**src/rtl/scan_disp_n.sv**
```systemverilog
// scan_disp_n: time-multiplexed NDIG-digit 7-segment scan driver.
// Inputs: clk, rstn (async low), enable, digits, dp_in, blank, blink_mask,
//         nlit (active digit count), lzs (zero suppress), duty (brightness).
// Outputs: dig (one-hot digit select, polarity by DIG_LOW), seg (dp,g..a),
//          frame_tick (pulse after the last slot of each frame).
module scan_disp_n #(
    parameter int NDIG     = 8,
    parameter int DIV      = 50000,
    parameter int BLINK_FR = 64,
    parameter int DIG_LOW  = 1
) (
    input  logic                       clk,
    input  logic                       rstn,
    input  logic                       enable,
    input  logic [4*NDIG-1:0]          digits,
    input  logic [NDIG-1:0]            dp_in,
    input  logic [NDIG-1:0]            blank,
    input  logic [NDIG-1:0]            blink_mask,
    input  logic [$clog2(NDIG+1)-1:0]  nlit,
    input  logic                       lzs,
    input  logic [3:0]                 duty,
    output logic [NDIG-1:0]            dig,
    output logic [7:0]                 seg,
    output logic                       frame_tick
);

    localparam int NW = $clog2(NDIG + 1);
    localparam int IW = $clog2(NDIG);
    localparam int PW = (DIV > 1) ? $clog2(DIV) : 1;
    localparam int FW = (BLINK_FR > 1) ? $clog2(BLINK_FR) : 1;
    localparam int CW = PW + 5;

    localparam logic [NW-1:0]   L_NDIG = NW'(NDIG);
    localparam logic [PW-1:0]   L_PMAX = PW'(DIV - 1);
    localparam logic [FW-1:0]   L_FMAX = FW'(BLINK_FR - 1);
    localparam logic [CW-1:0]   L_DIV  = CW'(DIV);
    localparam logic [NDIG-1:0] L_DOFF = (DIG_LOW != 0) ? {NDIG{1'b1}}
                                                        : {NDIG{1'b0}};

    logic [PW-1:0]   r_pre;
    logic [IW-1:0]   r_idx;
    logic [FW-1:0]   r_fcnt;
    logic            r_bph;
    logic [NDIG-1:0] r_dig;
    logic [7:0]      r_seg;
    logic            r_ftick;

    logic [NW-1:0]   w_nact;
    logic [NW-1:0]   w_last;
    logic [NW-1:0]   w_idx_ext;
    logic [NDIG-1:0] w_pz;
    logic [3:0]      w_val;
    logic            w_supp;
    logic            w_inact;
    logic [CW-1:0]   w_pre16;
    logic [CW-1:0]   w_lim;
    logic            w_on;
    logic            w_lit;
    logic [NDIG-1:0] w_sel;
    logic            w_slot_end;
    logic            w_frame_end;

    function automatic logic [6:0] f_glyph(input logic [3:0] v);
        logic [6:0] g;
        g = 7'h00;
        unique case (v)
            4'h0: g = 7'h3f;
            4'h1: g = 7'h06;
            4'h2: g = 7'h5b;
            4'h3: g = 7'h4f;
            4'h4: g = 7'h66;
            4'h5: g = 7'h6d;
            4'h6: g = 7'h7d;
            4'h7: g = 7'h07;
            4'h8: g = 7'h7f;
            4'h9: g = 7'h6f;
            4'ha: g = 7'h77;
            4'hb: g = 7'h7c;
            4'hc: g = 7'h39;
            4'hd: g = 7'h5e;
            4'he: g = 7'h79;
            4'hf: g = 7'h71;
        endcase
        return g;
    endfunction

    // Out-of-range counts fall back to the full display.
    assign w_nact    = (nlit == '0 || nlit > L_NDIG) ? L_NDIG : nlit;
    assign w_last    = w_nact - NW'(1);
    assign w_idx_ext = NW'(r_idx);

    // w_pz[i]: digits 0..i are all zero.
    always_comb begin
        logic v_z;
        v_z  = 1'b1;
        w_pz = '0;
        for (int i = 0; i < NDIG; i++) begin
            v_z     = v_z & (digits[4*i +: 4] == 4'h0);
            w_pz[i] = v_z;
        end
    end

    assign w_val   = digits[{r_idx, 2'b00} +: 4];
    assign w_supp  = lzs && w_pz[r_idx] && (w_idx_ext < w_last);
    assign w_inact = w_idx_ext < w_nact;

    // Lit window: pre*16 < (duty+1)*DIV, sized so nothing truncates.
    assign w_pre16 = CW'({r_pre, 4'b0000});
    assign w_lim   = (CW'(duty) + CW'(1)) * L_DIV;
    assign w_on    = w_pre16 < w_lim;

    assign w_lit = enable && w_inact && !blank[r_idx]
                 && !(blink_mask[r_idx] && r_bph)
                 && !w_supp && w_on;

    assign w_sel       = NDIG'(1) << r_idx;
    assign w_slot_end  = (r_pre == L_PMAX);
    // ">=" also catches an idx left beyond a freshly reduced nlit.
    assign w_frame_end = w_slot_end && (w_idx_ext >= w_last);

    always_ff @(posedge clk or negedge rstn) begin
        if (!rstn) begin
            r_pre   <= '0;
            r_idx   <= '0;
            r_fcnt  <= '0;
            r_bph   <= 1'b0;
            r_dig   <= L_DOFF;
            r_seg   <= 8'h00;
            r_ftick <= 1'b0;
        end else if (!enable) begin
            r_dig   <= L_DOFF;
            r_seg   <= 8'h00;
            r_ftick <= 1'b0;
        end else begin
            r_dig   <= w_lit ? (w_sel ^ L_DOFF) : L_DOFF;
            r_seg   <= w_lit ? {dp_in[r_idx], f_glyph(w_val)} : 8'h00;
            r_ftick <= w_frame_end;
            if (w_slot_end) begin
                r_pre <= '0;
                if (w_frame_end) begin
                    r_idx <= '0;
                    if (r_fcnt == L_FMAX) begin
                        r_fcnt <= '0;
                        r_bph  <= ~r_bph;
                    end else begin
                        r_fcnt <= r_fcnt + FW'(1);
                    end
                end else begin
                    r_idx <= r_idx + IW'(1);
                end
            end else begin
                r_pre <= r_pre + PW'(1);
            end
        end
    end

    assign dig        = r_dig;
    assign seg        = r_seg;
    assign frame_tick = r_ftick;

endmodule

```
**config.mk**
```make
export PLATFORM = sky130hd
export DESIGN_NAME = scan_disp_n
export DESIGN_NICKNAME = d
export VERILOG_FILES = /design/src/rtl/scan_disp_n.sv
export SDC_FILE = /design/constraint.sdc
export NUM_CORES = 1
export LEC_CHECK = 0
export CORE_MARGIN = 8
export CORE_UTILIZATION = 40
export DETAILED_ROUTE_END_ITERATION = 10
export PLACE_DENSITY = 0.68
export SLEW_MARGIN = 15
export SYNTH_ARGS = -nofsm -noshare
export SYNTH_HDL_FRONTEND = slang
export SYNTH_SLANG_ARGS = --single-unit
```
**constraint.sdc**
```tcl
create_clock -name clk -period 3.23 [get_ports clk]
set_clock_uncertainty 0.05 [all_clocks]
set_input_delay 0.646 -clock clk [delete_from_list [all_inputs] [get_ports clk]]
set_output_delay 0.646 -clock clk [all_outputs]
set_load 0.005 [all_outputs]
```
==> results of run 1 <==
-- per-stage QoR --
step                hold WS (ps)  instance area [µm²]
finish                       425                 5800
global route                 465                 5800
CTS                          442                 5740
detailed placement           431                 5470
global placement             423                 5470
floorplan                    300                 4110
-- per-layer routing --
metal / track usage (%) / part of all wire [%] / up-vias
met5: 0 / 0 / -
met4: 4.18 / 1.4 / 0
met3: 1.65 / 2.8 / 13
met2: 29.8 / 51 / 63
met1: 20.3 / 45 / 1829
li1: - / - / 1822
-- placed cells by master (no fill, tap or decap), types with 5 or more instances in the layout --
cell type,synthesis,layout
nor2_1,20,20
ha_4,0,7
clkdlybuf4s50_1,0,79
nand2b_1,9,9
nor4_1,8,7
nand4_1,10,10
nor2b_1,6,5
clkbuf_8,0,5
xnor2_1,17,15
nand2_1,33,31
ha_1,68,60
and2_1,6,6
xor2_1,15,14
and3_1,7,6
dfstp_2,8,8
a21o_1,11,11
a21oi_1,24,21
inv_1,25,25
o21ai_0,16,13
mux4_2,10,10
nor3_1,7,5
dfrtp_1,35,35
buf_4,0,62
nand3_1,18,13
-- critical path, cell delays in order --
cell	delay, ps
buf_8	100
ha_4	170
xor2_4	170
ha_4	180
xor2_1	150
ha_1	330
ha_4	230
ha_4	270
nand3b_1	110
a211oi_2	240
nand4_1	160
a21oi_2	180
o21ai_2	80
xor2_1	160
ha_1	310
a21oi_2	180
nor2b_4	60
a2111o_1	380
a211oi_4	240
o31a_4	220
o221a_4	170
-- state kept, by name, summed over array words and instances, names as in the netlist --
register / flops
seg: 8
r_pre: 16
r_fcnt: 6
dig: 8
r_bph: 1
r_idx: 3
frame_tick: 1
-- power by group --
group	switching [W]	internal, W	leakage (nW)	total [W]
clock	0.000184	0.000148	0.0477	0.000332
combinational	0.000409	0.000509	2.09	0.000918
sequential	0.0000480	0.000573	0.540	0.000621
total	0.000641	0.00123	2.68	0.00187
-- final timing paths --
check / endpoint / slack, ps
setup / recovery: seg[2]$_DFF_PN0_ / -1330
hold / removal: seg[1]$_DFF_PN0_ / 420
setup reg to reg: seg[3]$_DFF_PN0_ / 600
hold reg to reg: r_fcnt[5]$_DFFE_PN0P_ / 440
max in group asynchronous: r_pre[10]$_DFFE_PN0P_ / 2120
min in group clk: r_fcnt[5]$_DFFE_PN0P_ / 440
-- area by class of cell --
type	instances	area [µm²]	area share [%]
multi-input cells	337	3070	52.8
repair buffers	146	1300	22.4
flip-flops and latches	43	1090	18.7
well taps	133	166	2.87
inverters	27	101	1.75
clock buffers	5	68.8	1.19
clock inverters	3	15.0	0.259
-- cell families after synthesis --
kind of cell,Yosys count,synth area share [%]
adder cells (fa/ha/maj),69,21.5
flip-flops,43,26.8
AND/OR/NAND/NOR,134,17.2
buffers and inverters,36,3.90
XOR/XNOR,32,6.93
multiplexers,19,9.43
AO/OA/AOI/OAI,82,14.2
-- what timing repair did --
action                     in CTS  in global routing
setup endpoints to repair      16                 16
pin swaps                      29                 19
gates cloned                    1                  0
gates resized for setup        39                 14
setup buffers                   6                  1
==> out/metrics.cfg, run 1 <==
[status]
outcome=finished, violations left
violations=negative setup slack

[timing]
period_needed_ps=4560
rsz0062_at_grt=yes
fmax_ghz=0.219
setup_violations=16
period_share_pct=141
finalWorstSetupSlack_ps=-1330
setup_tns_ps=-20660
worst_pin_slew_ps=925
finalMaxSlewViolations=0
slew_headroom_pct=38.3
hold_viol_final=0

[drt]
drt_iter0_drc=217
routedWlPerCell_um=15.4
totalWireLength_um=10700
drt_drc_violations_left=0
antenna_left=0
first_pass_iters=4
num_vias=3727
drt-vias-per-instance=5.37

[synth]
syn_area_per_cell_um2=9.75
synth-main-ff-cell=dfrtp_1
syn-cell-area_um2=4050
seq_area_frac_synth_pct=26.8
synth-edff-count=0
synth_nets=552
synth_cell_types=53
syn_inst=415
synth.ff_latch_count=43
synthTopCellsByArea=dfrtp_1 (22%), ha_1 (21%), mux4_2 (5.6%)
yosysMostFrequentCell=ha_1
synthTopCellsByCount=ha_1 (68), dfrtp_1 (35), nand2_1 (33), inv_1 (25), a21oi_1 (24)
yosysWarnings=0
yosys.area.top_type=dfrtp_1
synth_top_area_share_pct=21.7
async_flop_share_pct=100

[clocking]
clock_latency_ps=300
cts_buffers=5
htreeDepth=2
cts_tree=built
cts_sinks=43
cts-root-buf=clkbuf_8
clockBufferDepth=2
path_clk_slew_ps=80
postCtsHoldBufs=0

[power]
p_total_w=0.00187
peakVddDrop_v=0.000189
p_leak_nw=2.68
power.density_nw_per_um2=322

[finish]
drive_gt1_share_pct=23.7
nets=697
fillers=860
area_delta_synth_final_pct=43.5
fin_cells=694
n_antenna_cell=0
final_util_pct=59.1

[critical_path]
cp.arrival_ps=4750
r2r_start=r_idx[1]$_DFFE_PN0P_
cp_max_fo=8
cp-startpoint=duty[1]
cp.required_ps=3420
critPathLaunchType=primary input
critPathKind=in2reg
rr_worst_depth=7
crit_path_end_kind=flip-flop

[global_routing]
grt_overflow=0
grt_pass1_vias=3841
antenna_found_initial=0
grtUsageTotal_pct=16.4
grt_max_degree=44
grt_pass1_wl_um=18000

[floorplan]
fp.dieH_um=117
core_region_area_um2=9820
core.rowCount=36
die_area_um2=13600
pin_count=85
die_w_um=117
start_util_pct=41.2

[place]
dp_slack_ps=-2220
dp_cells=678
hpwl_um=8810
place_congestion=0.839
io_buffers=84

[worst_hold_path]
hold_path_class=in2async

[flow_run]
drv_cap=0

No activity file was read; power rests on OpenSTA's default activity.
==> run 2, diff against run 1 <==
--- a/config.mk
+++ b/config.mk
@@ -8,7 +8,8 @@
 export CORE_MARGIN = 8
 export CORE_UTILIZATION = 40
 export DETAILED_ROUTE_END_ITERATION = 10
-export PLACE_DENSITY = 0.68
+export DONT_BUFFER_PORTS = 1
+export PLACE_DENSITY = 0.57
 export SLEW_MARGIN = 15
 export SYNTH_ARGS = -nofsm -noshare
 export SYNTH_HDL_FRONTEND = slang
==> out/metrics.cfg, run 2 (same netlist as run 1, synthesis figures left out) <==
[floorplan]
die_area_um2=13600
core_region_area_um2=9820
pin_count=85
die_w_um=117
start_util_pct=41.2
fp.dieH_um=117
core.rowCount=36

[timing]
rsz0062_at_grt=yes
whs_ps=110
period_share_pct=140
period_needed_ps=4530
hold_viol_final=0
worst_pin_slew_ps=725
slew_headroom_pct=50.3
finalWorstSetupSlack_ps=-1300
setup_violations=16
finalMaxSlewViolations=0
fmax_ghz=0.221

[critical_path]
cp-startpoint=duty[1]
cp.arrival_ps=4670
critPathLaunchType=primary input
worst-path-buf-inv=1
r2r_start=r_idx[0]$_DFFE_PN0P_
critPathKind=in2reg
crit_top_cell=ha_4
cp.required_ps=3380
crit_path_end_kind=flip-flop
cp_slowest_cell=o31a_4
slowest_delay_ps=430
path_cells=ha_4 > xor2_4 > ha_4 > xor2_2 > ha_1 > ha_4 > ha_4 > a21o_1 > a21o_1 > a211oi_2 > buf_4 > o21ai_4 > nor4_2 > a311oi_1 > ha_1 > nor2b_4 > a311oi_1 > a221o_1 > o31a_4 > a21boi_2
cp_max_fo=8
path_delay_family=compound AO/OA/AOI/OAI gates

[power]
power.density_nw_per_um2=368
p_leak_nw=2.30
peakVddDrop_v=0.000203

[clocking]
path_clk_slew_ps=90
cts_buffers=5
clockBufferDepth=2
cts_sinks=43
cts_tree=built
htreeDepth=2
cts-root-buf=clkbuf_8
clock_latency_ps=300

[place]
placed_area_um2=4580
dp_cells=587
hpwl_um=7800
io_buffers=0
dp_slack_ps=-1680
place_congestion=0.797

[finish]
final_area_um2=4900
most-common-layout-cells=ha_1 (59), buf_4 (53), dfrtp_1 (35)
drive_gt1_share_pct=24.7
largest_reg_flops=16
area_delta_synth_final_pct=21.1
fin_cells=602
n_antenna_cell=0
final_util_pct=49.9
regMostFlops=r_pre
nets=605
final_common_cell=ha_1

[drt]
antenna_left=0
drt_iter0_drc=163
drt-vias-per-instance=5.45
num_vias=3281
first_pass_iters=4
totalWireLength_um=9890
routedWlPerCell_um=16.4
drt_drc_violations_left=0

[global_routing]
grt_pass1_vias=3280
grtUsageTotal_pct=15.0
grt_pass1_wl_um=16400
grt_max_degree=36
antenna_found_initial=0
grt_overflow=0

[flow_run]
drv_cap=0

[status]
outcome=finished, violations left
violations=negative setup slack

[worst_hold_path]
hold_path_class=in2async

run 2: per-layer routing:
metal	track usage [%]	routed length (µm)	part of all wire (%)	vias up
met1	19.1	4420	45	1585
li1	-	-	-	1642
met3	3.00	388	3.9	8
met5	0	0	0	-
met2	25.6	5000	51	46
met4	3.07	76	0.77	0
run 2: metrics by stage:
stage          TNS [ps]  power, W
3_3_place_gp     -23940   0.00134
2_1_floorplan    -22460   0.00111
5_1_grt          -22760   0.00195
3_5_place_dp     -25620   0.00135
4_1_cts          -21180   0.00177
6_report         -19700   0.00180
run 2: worst paths after layout:
path	endpoint	slack (ps)	cells after the start
max	seg[7]$_DFF_PN0_	-1300	20
min	seg[4]$_DFF_PN0_	110	1
max reg2reg	seg[1]$_DFF_PN0_	600	6
min reg2reg	r_fcnt[5]$_DFFE_PN0P_	450	1
max in group asynchronous	r_bph$_DFFE_PN0P_	2830	1
min in group clk	r_pre[3]$_DFFE_PN0P_	440	2
run 2: layout make-up:
type | instances | area, µm²
Tap cell | 133 | 166
Sequential cell | 43 | 1090
Inverter | 27 | 101
Multi-Input combinational cell | 337 | 3030
Timing Repair Buffer | 54 | 418
Clock buffer | 5 | 68.8
Clock inverter | 3 | 25.0
Fill cell | 938 | 4920
run 2: power by group:
part           leakage (nW)  internal (W)  switching [W]
sequential            0.540      0.000573      0.0000492
clock                0.0443      0.000155       0.000198
combinational          1.71      0.000440       0.000388
total                  2.30       0.00117       0.000635
run 2: timing repair:
item                       in CTS  in global routing
gates resized for setup        13                 14
buffers inserted                2                  3
setup endpoints to repair      16                 16
hold buffers                    1                  0
pin swaps                      26                 21
hold endpoints to repair       35                  0
cloned                          1                  0
